File: src/rtl/evm_ballot_unit.sv
// evm_ballot_unit: conditions three candidate buttons and gates them into one vote per issued ballot.
// Optional BALLOT_TIMEOUT_EN expires an unused ballot after TIMEOUT_CYCLES in READY.
module evm_ballot_unit #(
  parameter int DEBOUNCE_CYCLES = 16,
  parameter int LOCKOUT_CYCLES  = 32,
  parameter int TIMEOUT_CYCLES  = 1000
) (
  input  logic clk,
  input  logic rst,
  input  logic btn_a,
  input  logic btn_b,
  input  logic btn_c,
  input  logic ballot_issue,
  input  logic poll_open,
  output logic vote_a,
  output logic vote_b,
  output logic vote_c,
  output logic ready_led,
  output logic busy,
  output logic reject,
  output logic timeout
);
  typedef enum logic [1:0] {IDLE, READY, CAST, LOCK} state_t;
  logic [2:0] btn, sync1_q, sync2_q, deb_q, deb_d, deb_prev_q, press_q, press_d;
  logic [2:0][15:0] cnt_q, cnt_d;
  state_t state_q;
  logic bi_q, ready_q, busy_q, reject_q, bi_rise, single;
  logic [2:0] vote_q;
  logic [15:0] lock_q;
`ifdef BALLOT_TIMEOUT_EN
  logic [23:0] tmo_q;
  logic timeout_q;
  assign timeout = timeout_q;
`else
  assign timeout = 1'b0;
`endif
  assign btn = {btn_c, btn_b, btn_a};
  always_comb begin
    deb_d = deb_q;
    cnt_d = '0;
    for (int i = 0; i < 3; i++) begin
      deb_d[i] = (sync2_q[i] != deb_q[i] && cnt_q[i] == 16'(DEBOUNCE_CYCLES - 1)) ? ~deb_q[i] : deb_q[i];
      cnt_d[i] = (sync2_q[i] != deb_q[i] && cnt_q[i] != 16'(DEBOUNCE_CYCLES - 1)) ? cnt_q[i] + 16'd1 : 16'd0;
    end
    press_d = deb_q & ~deb_prev_q;
  end
  always_ff @(posedge clk) begin
    if (rst) begin
      sync1_q    <= '0;
      sync2_q    <= '0;
      deb_q      <= '0;
      deb_prev_q <= '0;
      press_q    <= '0;
      cnt_q      <= '0;
    end else begin
      sync1_q    <= btn;
      sync2_q    <= sync1_q;
      deb_q      <= deb_d;
      deb_prev_q <= deb_q;
      press_q    <= press_d;
      cnt_q      <= cnt_d;
    end
  end
  assign bi_rise = ballot_issue & ~bi_q;
  // a press is only clean if no other button is already held down
  assign single = $onehot(press_q) && ((deb_q & ~press_q) == 3'b000);
  always_ff @(posedge clk) begin
    if (rst) begin
      state_q  <= IDLE;
      bi_q     <= 1'b0;
      lock_q   <= '0;
      vote_q   <= '0;
      ready_q  <= 1'b0;
      busy_q   <= 1'b0;
      reject_q <= 1'b0;
`ifdef BALLOT_TIMEOUT_EN
      tmo_q     <= '0;
      timeout_q <= 1'b0;
`endif
    end else begin
      bi_q     <= ballot_issue;
      vote_q   <= '0;
      reject_q <= 1'b0;
`ifdef BALLOT_TIMEOUT_EN
      timeout_q <= 1'b0;
`endif
      if (!poll_open && state_q != CAST) begin
        state_q <= IDLE;
        ready_q <= 1'b0;
        busy_q  <= 1'b0;
        lock_q  <= '0;
`ifdef BALLOT_TIMEOUT_EN
        tmo_q   <= '0;
`endif
      end else begin
        case (state_q)
          IDLE: if (bi_rise) begin
            state_q <= READY;
            ready_q <= 1'b1;
`ifdef BALLOT_TIMEOUT_EN
            tmo_q   <= '0;
`endif
          end
          READY: if (single) begin
            state_q <= CAST;
            ready_q <= 1'b0;
            vote_q  <= press_q;
          end else begin
            reject_q <= |press_q;
`ifdef BALLOT_TIMEOUT_EN
            if (tmo_q == 24'(TIMEOUT_CYCLES - 1)) begin
              state_q   <= IDLE;
              ready_q   <= 1'b0;
              timeout_q <= 1'b1;
            end else tmo_q <= tmo_q + 24'd1;
`endif
          end
          CAST: begin
            state_q <= poll_open ? LOCK : IDLE;
            busy_q  <= poll_open;
            lock_q  <= '0;
          end
          default: if (lock_q == 16'(LOCKOUT_CYCLES - 1)) begin
            state_q <= IDLE;
            busy_q  <= 1'b0;
          end else lock_q <= lock_q + 16'd1;
        endcase
      end
    end
  end
  assign {vote_c, vote_b, vote_a} = vote_q;
  assign ready_led = ready_q;
  assign busy      = busy_q;
  assign reject    = reject_q;
endmodule

File: config.mk
export PLATFORM = sky130hd
export DESIGN_NAME = evm_ballot_unit
export DESIGN_NICKNAME = d
export VERILOG_FILES = /design/src/rtl/evm_ballot_unit.sv
export SDC_FILE = /design/constraint.sdc
export NUM_CORES = 1
export LEC_CHECK = 0
export CAP_MARGIN = 40
export CORE_ASPECT_RATIO = 1.1
export CORE_MARGIN = 1
export CORE_UTILIZATION = 50
export CTS_CLUSTER_SIZE = 20
export DETAILED_ROUTE_END_ITERATION = 8
export PLACE_DENSITY = 0.7
export SLEW_MARGIN = 20
export SYNTH_ARGS = -nofsm -noshare
export SYNTH_HDL_FRONTEND = slang
export SYNTH_SLANG_ARGS = --single-unit
File: constraint.sdc
create_clock -name clk -period 5.31 [get_ports clk]
set_input_delay 0.7965 -clock clk [delete_from_list [all_inputs] [get_ports clk]]
set_output_delay 0.7965 -clock clk [all_outputs]
set_load 0.005 [all_outputs]
==> impl_metrics.env <==
export IMPL_setup_worst_path_end_class="register"
export IMPL_wl_met1_um=3380
export IMPL_cp_data_required_time_ns=5.56
export IMPL_r2r_cells=6
export IMPL_drt_iter0_markers=107
export IMPL_start_util=0.525
export IMPL_syn_nets=446
export IMPL_grt_pass1_wl_um=12000
export IMPL_cts_hold_buffers_added=0
export IMPL_drv_cap=0
export IMPL_yosysSeqAreaShare=0.468
export IMPL_place_hpwl_um=4590
export IMPL_synth_edf_count=0
export IMPL_drc_errors=1
export IMPL_routedWlPerCell_um=12.7
export IMPL_cts_sinks=88
export IMPL_async_flop_share=0
export IMPL_track_usage=0.190
export IMPL_grt_pass1_vias=2722
export IMPL_fmax_mhz=388
export IMPL_avgViaCountPerCell=5.59
export IMPL_dieArea_um2=7880
export IMPL_ys_ff_latch=88
export IMPL_outcome="finished with violations"
export IMPL_ios=14
export IMPL_worst_slew_pin_slew_ns=0.660
export IMPL_insertion_delay_ns=0.35
export IMPL_postRouteAntennaNets=0
export IMPL_whs_path_depth=1
export IMPL_synth_avg_cell_area_um2=8.67
export IMPL_cts_tree="done"
export IMPL_drt_total_wl_um=6700
export IMPL_fin_nets=452
export IMPL_worstPathArrival_ns=2.83
export IMPL_hold_start="deb_prev_q[0]"
export IMPL_dp_cells=514
export IMPL_grt_max_degree=22
export IMPL_r2r_end="lock_q[12]"
export IMPL_fin_cells=529
export IMPL_syn_area_um2=3760
export IMPL_clkTransAtPathRegs_ns=0.09
export IMPL_portBuffers=12
export IMPL_cts_buffers=9
export IMPL_antenna_found_initial=0
export IMPL_fin_skew_ns=0.0119
export IMPL_synthCells=434
export IMPL_cts_resized_gates=0
export IMPL_grt_overflow=0
export IMPL_hold_class="reg -> reg"
export IMPL_drive_gt1_frac=0.0495
export IMPL_maxSlewViolCount=0
export IMPL_via_count=2958
export IMPL_antenna_diode_count=0
export IMPL_chipHeight_um=93.0
export IMPL_critical_path_class="in -> reg"
export IMPL_cts_setup_buffers=0
export IMPL_worstPathMaxFanout=21
export IMPL_p_per_area_nw_per_um2=289
export IMPL_fin_setup_tns_ns=0
export IMPL_yosysWarnings=0
export IMPL_clockRootBuffer="clkbuf_8"
export IMPL_hold_viol_final=0
export IMPL_p_leak_nw=1.34
export IMPL_fin_crit_ns=2.58
export IMPL_wl_met3_um=200
export IMPL_power_mw=1.20
export IMPL_rows=32
export IMPL_ff2ff_setup_slack_ns=3.05
export IMPL_coreArea_um2=7170
export IMPL_drt_pass1_iterations=8
export IMPL_yosysUniqueCellTypes=46
export IMPL_finalCritPeriodShare=0.486
export IMPL_highest_layer="met4"
export IMPL_slew_headroom=0.559
export IMPL_vdd_drop_max_v=0.000187
export IMPL_dieWidth_um=84.7
export IMPL_setup_viol=0
export IMPL_rsz0062_at_grt="false"
export IMPL_htreeDepth=3
export IMPL_worstHoldEndpoint="press_q[0]"
export IMPL_routabilityCongestion=0.865
export IMPL_synth_flop_cell="dfxtp_1"
export IMPL_met2WireLength_um=2990
export IMPL_critPathLaunchType="input pin"
export IMPL_timing_rr_start="state_q[1]"
export IMPL_syn2layout_area_growth_pct=9.87
export IMPL_violations="design-rule violations"
export IMPL_cts_max_path_buffers=2
[cells in the mapped netlist (12+ instances only)]
cell,instances,area [um2]
nand2_1,20,75.1
xor2_1,21,184
nand3_1,32,160
a21oi_1,12,60.1
nand4_1,19,119
dfxtp_1,88,1760
xnor2_1,24,210
clkbuf_1,12,45.0
nor2b_1,14,87.6
nor4_1,13,81.3
nor2_1,75,282
nor3_1,16,80.1
[worst max-delay path by stage]
stage,startpoint,endpoint,depth (start not counted)
finish,rst,lock_q[12],5
global placement,rst,lock_q[12],4
floorplan,poll_open,lock_q[12],5
CTS,rst,lock_q[12],5
global route,rst,lock_q[12],5
detailed placement,rst,lock_q[13],5
[through the flow]
step / hold slack [ns] / util / setup slack [ns] / area [um2]
floorplan: 0.367 / - / 3.47 / 3760
global placement: 0.372 / 0.545 / 2.24 / 3910
detailed placement: 0.371 / 0.547 / 2.36 / 3920
CTS: 0.382 / 0.577 / 2.73 / 4140
global route: 0.396 / 0.577 / 2.58 / 4140
finish: 0.382 / 0.577 / 2.73 / 4140
[power breakdown]
part           internal [mW]  switching [mW]
Clock                  0.275           0.230
Sequential             0.663         0.00299
Combinational         0.0106          0.0133
Total                  0.949           0.247
[state kept, by name (all words and copies together), names as in the netlist, 2 cells and up]
| register | count |
|---|---|
| sync1_q | 3 |
| cnt_q | 48 |
| press_q | 3 |
| deb_prev_q | 3 |
| vote_q | 3 |
| state_q | 2 |
| deb_q | 3 |
| sync2_q | 3 |
| lock_q | 16 |
[cell type report]
cell class	count	area (um2)
Tap cell	85	106
Inverter	10	37.5
Sequential cell	88	1760
Fill cell	640	3030
Multi-Input combinational cell	318	1880
Clock buffer	10	138
Clock inverter	5	81.3
Timing Repair Buffer	13	131
[cell usage in the layout (no fill, tap or decap), types with 12 or more instances in the layout]
cell type / instances
a21oi_1: 12
clkdlybuf4s50_1: 12
dfxtp_1: 88
nand2_1: 20
nand3_1: 32
nand4_1: 19
nor2_1: 75
nor2b_1: 14
nor3_1: 16
nor4_1: 13
xnor2_1: 24
xor2_1: 21
[critical path, stage by stage]
cell and delay [ns]:
clkdlybuf4s50_1 0.75, or2_0 0.50, buf_6 0.21, or4_1 0.49, o311ai_0 0.09
[per-layer routing]
metal | GRT usage | up-vias
li1 | - | 1520
met1 | 0.246 | 1374
met2 | 0.300 | 51
met3 | 0.0459 | 13
met4 | 0.0890 | 0
met5 | 0 | -
[cell families after synthesis]
| group | Yosys count | share of synthesized area |
|---|---|---|
| multiplexers | 3 | 0.00798 |
| adder cells (fa/ha/maj) | 5 | 0.0186 |
| AO/OA/AOI/OAI | 40 | 0.0681 |
| buffers and inverters | 28 | 0.0326 |
| AND/OR/NAND/NOR | 224 | 0.299 |
| other | 1 | 0.000996 |
| flip-flops | 88 | 0.468 |
| XOR/XNOR | 45 | 0.105 |
Note: power is estimated with default switching activity, not from simulation.
